--- config.mk ---
export PLATFORM = sky130hd
export DESIGN_NAME = clkroot_div
export DESIGN_NICKNAME = d
export VERILOG_FILES = /design/src/rtl/clkroot_div.sv
export SDC_FILE = /design/constraint.sdc
export NUM_CORES = 1
export LEC_CHECK = 0
export CAP_MARGIN = 20
export CELL_PAD_IN_SITES_DETAIL_PLACEMENT = 0
export CELL_PAD_IN_SITES_GLOBAL_PLACEMENT = 1
export CORE_UTILIZATION = 30
export DETAILED_ROUTE_END_ITERATION = 16
export PLACE_DENSITY_LB_ADDON = 0.3
export RECOVER_POWER = 25
export SYNTH_ARGS = -nofsm -noshare
export SYNTH_HDL_FRONTEND = slang
export SYNTH_SLANG_ARGS = --single-unit
--- constraint.sdc ---
create_clock -name clk -period 3.05 [get_ports clk]
set_input_delay 0.4575 -clock clk [delete_from_list [all_inputs] [get_ports clk]]
set_output_delay 0.4575 -clock clk [all_outputs]
set_load 0.01 [all_outputs]
--- src/rtl/clkroot_div.sv ---
// Programmable integer clock divider feeding a clock-root anchor; updates only at period boundaries.
// Define CLKDIV_ODD_EN to honour odd divisors; otherwise every divisor is forced even (50% duty).
module clkroot_div #(
    parameter int W         = 8,
    parameter int RESET_DIV = 2
) (
    input  logic         clk,
    input  logic         rst_n,
    input  logic         en,
    input  logic         div_req_valid,
    input  logic [W-1:0] div_req_data,
    output logic         div_req_ready,
    output logic         clk_div_out,
    output logic         running,
    output logic [W-1:0] cur_div,
    output logic         period_start
);

    typedef enum logic {
        STOPPED,
        RUNNING
    } state_t;

    // Divisors below 2 cannot produce a clock, so they are raised to 2.
    function automatic logic [W-1:0] coerce(input logic [W-1:0] d);
        logic [W-1:0] r;
        r = (d < W'(2)) ? W'(2) : d;
`ifndef CLKDIV_ODD_EN
        r[0] = 1'b0;
`endif
        return r;
    endfunction

    localparam logic [W-1:0] RESET_N = coerce(W'(RESET_DIV));

    state_t       state, state_next;
    logic [W-1:0] ctr, ctr_next;
    logic [W-1:0] cur_div_next;
    logic [W-1:0] pend_div, pend_div_next;
    logic         pend_v, pend_v_next;
    logic         clk_next;
    logic         ps_next;
    logic [W-1:0] ctr_inc;
    logic [W-1:0] half;
    logic         boundary;
    logic         accept;

    assign div_req_ready = !pend_v;
    assign running       = (state == RUNNING);
    assign accept        = div_req_valid && !pend_v;
    assign ctr_inc       = ctr + W'(1);
    assign half          = cur_div >> 1;
    assign boundary      = (ctr == cur_div - W'(1));

    always_comb begin
        state_next    = state;
        ctr_next      = ctr;
        clk_next      = clk_div_out;
        ps_next       = 1'b0;
        cur_div_next  = cur_div;
        pend_div_next = pend_div;
        pend_v_next   = pend_v;

        case (state)
            STOPPED: begin
                ctr_next = '0;
                clk_next = 1'b0;
                if (pend_v) begin
                    cur_div_next = pend_div;
                    pend_v_next  = 1'b0;
                end
                if (en) begin
                    state_next = RUNNING;
                    clk_next   = 1'b1;
                    ps_next    = 1'b1;
                end
            end
            RUNNING: begin
                if (boundary) begin
                    ctr_next = '0;
                    if (pend_v) begin
                        cur_div_next = pend_div;
                        pend_v_next  = 1'b0;
                    end
                    // en is only honoured here so a stop always finishes the full period.
                    if (!en) begin
                        state_next = STOPPED;
                        clk_next   = 1'b0;
                    end else begin
                        clk_next = 1'b1;
                        ps_next  = 1'b1;
                    end
                end else begin
                    ctr_next = ctr_inc;
                    clk_next = (ctr_inc < half);
                end
            end
            default: begin
                state_next = STOPPED;
                ctr_next   = '0;
                clk_next   = 1'b0;
            end
        endcase

        // Accept is only possible with pend_v clear, so it never collides with the apply above;
        // a divisor accepted on a boundary therefore waits for the following boundary.
        if (accept) begin
            pend_div_next = coerce(div_req_data);
            pend_v_next   = 1'b1;
        end
    end

    always_ff @(posedge clk or negedge rst_n) begin
        if (!rst_n) begin
            state        <= STOPPED;
            ctr          <= '0;
            clk_div_out  <= 1'b0;
            period_start <= 1'b0;
            cur_div      <= RESET_N;
            pend_div     <= RESET_N;
            pend_v       <= 1'b0;
        end else begin
            state        <= state_next;
            ctr          <= ctr_next;
            clk_div_out  <= clk_next;
            period_start <= ps_next;
            cur_div      <= cur_div_next;
            pend_div     <= pend_div_next;
            pend_v       <= pend_v_next;
        end
    end

endmodule

==> flow_summary_export.csv <==
group,metric,value,unit
detailed_routing,totalWireLength,3060,um
clock_tree,cts_tree,"done",
setup_path,rr_endpoint,"cur_div[3]",
clock_tree,hold_buffers,0,
logic_synthesis,synthMostInstantiatedCell,"dfrtp_1",
floorplan,dieArea,5110,um^2
sta,fin_skew,0.00429,ns
global_routing,grt_pass1_wl,5290,um
sta,fin_setup_tns,0,ns
hold_path,hold_class,"reg -> reg",
logic_synthesis,netlist_area,1450,um^2
setup_path,cp_max_fo,8,
sta,rsz0062_at_grt,"false",
detailed_routing,wl_per_cell,14.1,um
logic_synthesis,synth_edf_count,0,
place,gp_congestion,0.811,
pwr,p_leak,0.759,nW
logic_synthesis,syn-num-nets,160,
sta,hold_slack,0.486,ns
setup_path,startpoint_type,"flip-flop",
pwr,pwr_density_cell,368,nW/um^2
setup_path,rrSetupSlack,0.37,ns
detailed_routing,drc,0,
pwr,ir_drop,0.216,mV
hold_path,hold_depth,2,
detailed_routing,drtIter0Drc,70,
setup_path,reg2reg_from,"cur_div[1]",
run,drv_cap,0,
place,numPortBuffers,21,
layout,layoutNonFillerInstCount,216,
logic_synthesis,synthDistinctLibCells,37,
setup_path,cp.required,3.24,ns
hold_path,min_from,"pend_div[1]",
logic_synthesis,netlist_instances,140,
layout,area_growth,23.2,%
clock_tree,cts-resized-gates,0,
layout,insertedDiodeCount,0,
clock_tree,cts_made_buffers,3,
logic_synthesis,synth.largest_area_cell,"dfrtp_1",
logic_synthesis,synthTopCellsByArea,"dfrtp_1, ha_1, nand2_1",
clock_tree,numClockSinks,26,
layout,layout.nets,185,
logic_synthesis,seq_area_frac_synth,45.1,%
detailed_routing,vias,1054,
global_routing,grt-ovfl-total,0,
sta,final_hold_viol_count,0,
logic_synthesis,synth_top_cell_area_share,41.5,%
floorplan,start_util,32.1,%
layout,fillers,462,
detailed_routing,dr.pass1.iters,4,
setup_path,crit_arrival,2.88,ns
floorplan,core.rowCount,24,
sta,slew_headroom,4.48,%
clock_tree,htree_levels,1,
global_routing,antenna_found_initial,0,
run_status,status,"complete, no violations",
sta,max_freq,0.373,GHz
sta,fin_crit,2.68,ns
logic_synthesis,synth_area_per_cell,10.3,um^2
pwr,power,656,uW
global_routing,grt_pass1_vias,1068,
clock_tree,clk_pin_slew_worst_paths,0.09,ns
global_routing,grt_usage,13.4,%
layout,fin_util,39.6,%
floorplan,die_w,71.5,um
floorplan,core,4500,um^2
logic_synthesis,synth_commonest_cells,"dfrtp_1, nand2_1, inv_1",
logic_synthesis,ys.flop_type,"dfrtp_1",
detailed_routing,viasPerCell,4.88,
logic_synthesis,synth-warning-count,0,
hold_path,worstHoldEndpoint,"pend_div[1]",
floorplan,die_h,71.5,um
place,hpwlAfterDp,2400,um
clock_tree,cts_root_buf,"clkbuf_8",
logic_synthesis,async_flop_share,100,%
setup_path,cp-end-kind,"flip-flop",
clock_tree,cts_buffer_depth,2,
clock_tree,insertion_delay,0.27,ns
global_routing,grt_max_degree,27,
sta,finalSetupViolCount,0,
clock_tree,post_cts_buffers,0,
detailed_routing,ant_nets,0,
sta,period_share,88.0,%
layout,final_layout_size_suffix_gt1_share,12.2,%
floorplan,io_pins,24,
setup_path,critical_path_class,"reg -> reg",
logic_synthesis,ys_seq_elements,26,
place,dp_cells,212,
setup_path,ff2ff_path_depth,8,
sta,worst_pin_slew,1.43,ns
sta,drv_slew,0,
[logic make-up (layout without fill, tap and decap cells)]
| group | after synthesis | in the layout | synth area share [%] |
|---|---|---|---|
| adders and majority gates | 8 | 8 | 6.91 |
| buffers and inverters | 12 | 36 | 3.89 |
| and+or+nand+nor | 50 | 50 | 19.6 |
| AOI/OAI and AO/OA | 21 | 21 | 9.68 |
| other | 1 | 1 | 0.259 |
| xor gates and xnor gates | 15 | 15 | 9.08 |
| muxes | 7 | 7 | 5.44 |
| DFF | 26 | 26 | 45.1 |
[through the flow]
step	setup WS, ns	area (um^2)
2_1_floorplan	0.575	1450
3_3_place_gp	0.393	1720
3_5_place_dp	0.368	1720
4_1_cts	0.352	1790
5_1_grt	0.192	1780
6_report	0.366	1780
[cell type report]
cell class,count,area (um^2),area share (%)
clock buffers,3,41.3,2.32
clock inverters,1,30.0,1.68
inverters,9,33.8,1.89
multi-input cells,102,738,41.4
flip-flops and latches,26,653,36.6
well taps,52,65.1,3.65
repair buffers,23,221,12.4
[where the power goes]
part / switching (mW) / total, mW / leakage [nW] / internal, mW
sequential: 0 / 0.345 / 0.331 / 0.345
combinational: 0.0104 / 0.0223 / 0.392 / 0.0119
clock: 0.113 / 0.289 / 0.0357 / 0.176
total: 0.123 / 0.656 / 0.759 / 0.532
[registers in the layout, summed over array words and instances, names as in the netlist]
name / count
ctr: 8
cur_div: 7
pend_v: 1
running: 1
pend_div: 7
clk_div_out: 1
period_start: 1
[cells in the final DEF (no fill, tap or decap), drive strengths merged, types with 2 or more instances in the layout]
cell | Yosys | layout
o21ai | 3 | 3
inv | 9 | 9
xor2 | 7 | 7
o22ai | 7 | 7
a21o | 2 | 2
nor3 | 2 | 2
dfstp | 2 | 2
and2 | 9 | 9
o31a | 2 | 2
dfrtp | 24 | 24
clkdlybuf4s50 | 0 | 20
nor4 | 2 | 2
clkbuf | 1 | 4
nand2 | 19 | 19
a21oi | 3 | 3
nand3 | 5 | 5
nand2b | 2 | 2
mux2 | 7 | 7
ha | 8 | 8
nor2 | 4 | 4
xnor2 | 8 | 8
[routing by layer]
| metal | track usage [%] | wire (um) |
|---|---|---|
| met5 | 0 | 0 |
| met4 | 4.58 | 33 |
| met3 | 2.39 | 120 |
| met2 | 19.5 | 1290 |
| met1 | 20.0 | 1620 |
[worst max path at each step]
stage,start,endpoint,slack [ns],depth (start not counted)
6_report,cur_div[1],cur_div[3],0.37,8
5_1_grt,cur_div[1],cur_div[1],0.19,8
4_1_cts,cur_div[1],cur_div[1],0.35,8
3_5_place_dp,cur_div[1],clk_div_out,0.37,7
3_3_place_gp,cur_div[1],clk_div_out,0.39,7
2_1_floorplan,cur_div[1],clk_div_out,0.58,7
[worst max-delay path, cell delays in order (launching register included)]
cell	delay (ns)
dfstp_2	0.62
inv_1	0.06
ha_1	0.30
xor2_1	0.16
nand3_1	0.12
or4b_4	0.57
o31a_1	0.40
buf_4	0.21
o22ai_1	0.17
Note: power is estimated with default switching activity, not from simulation.
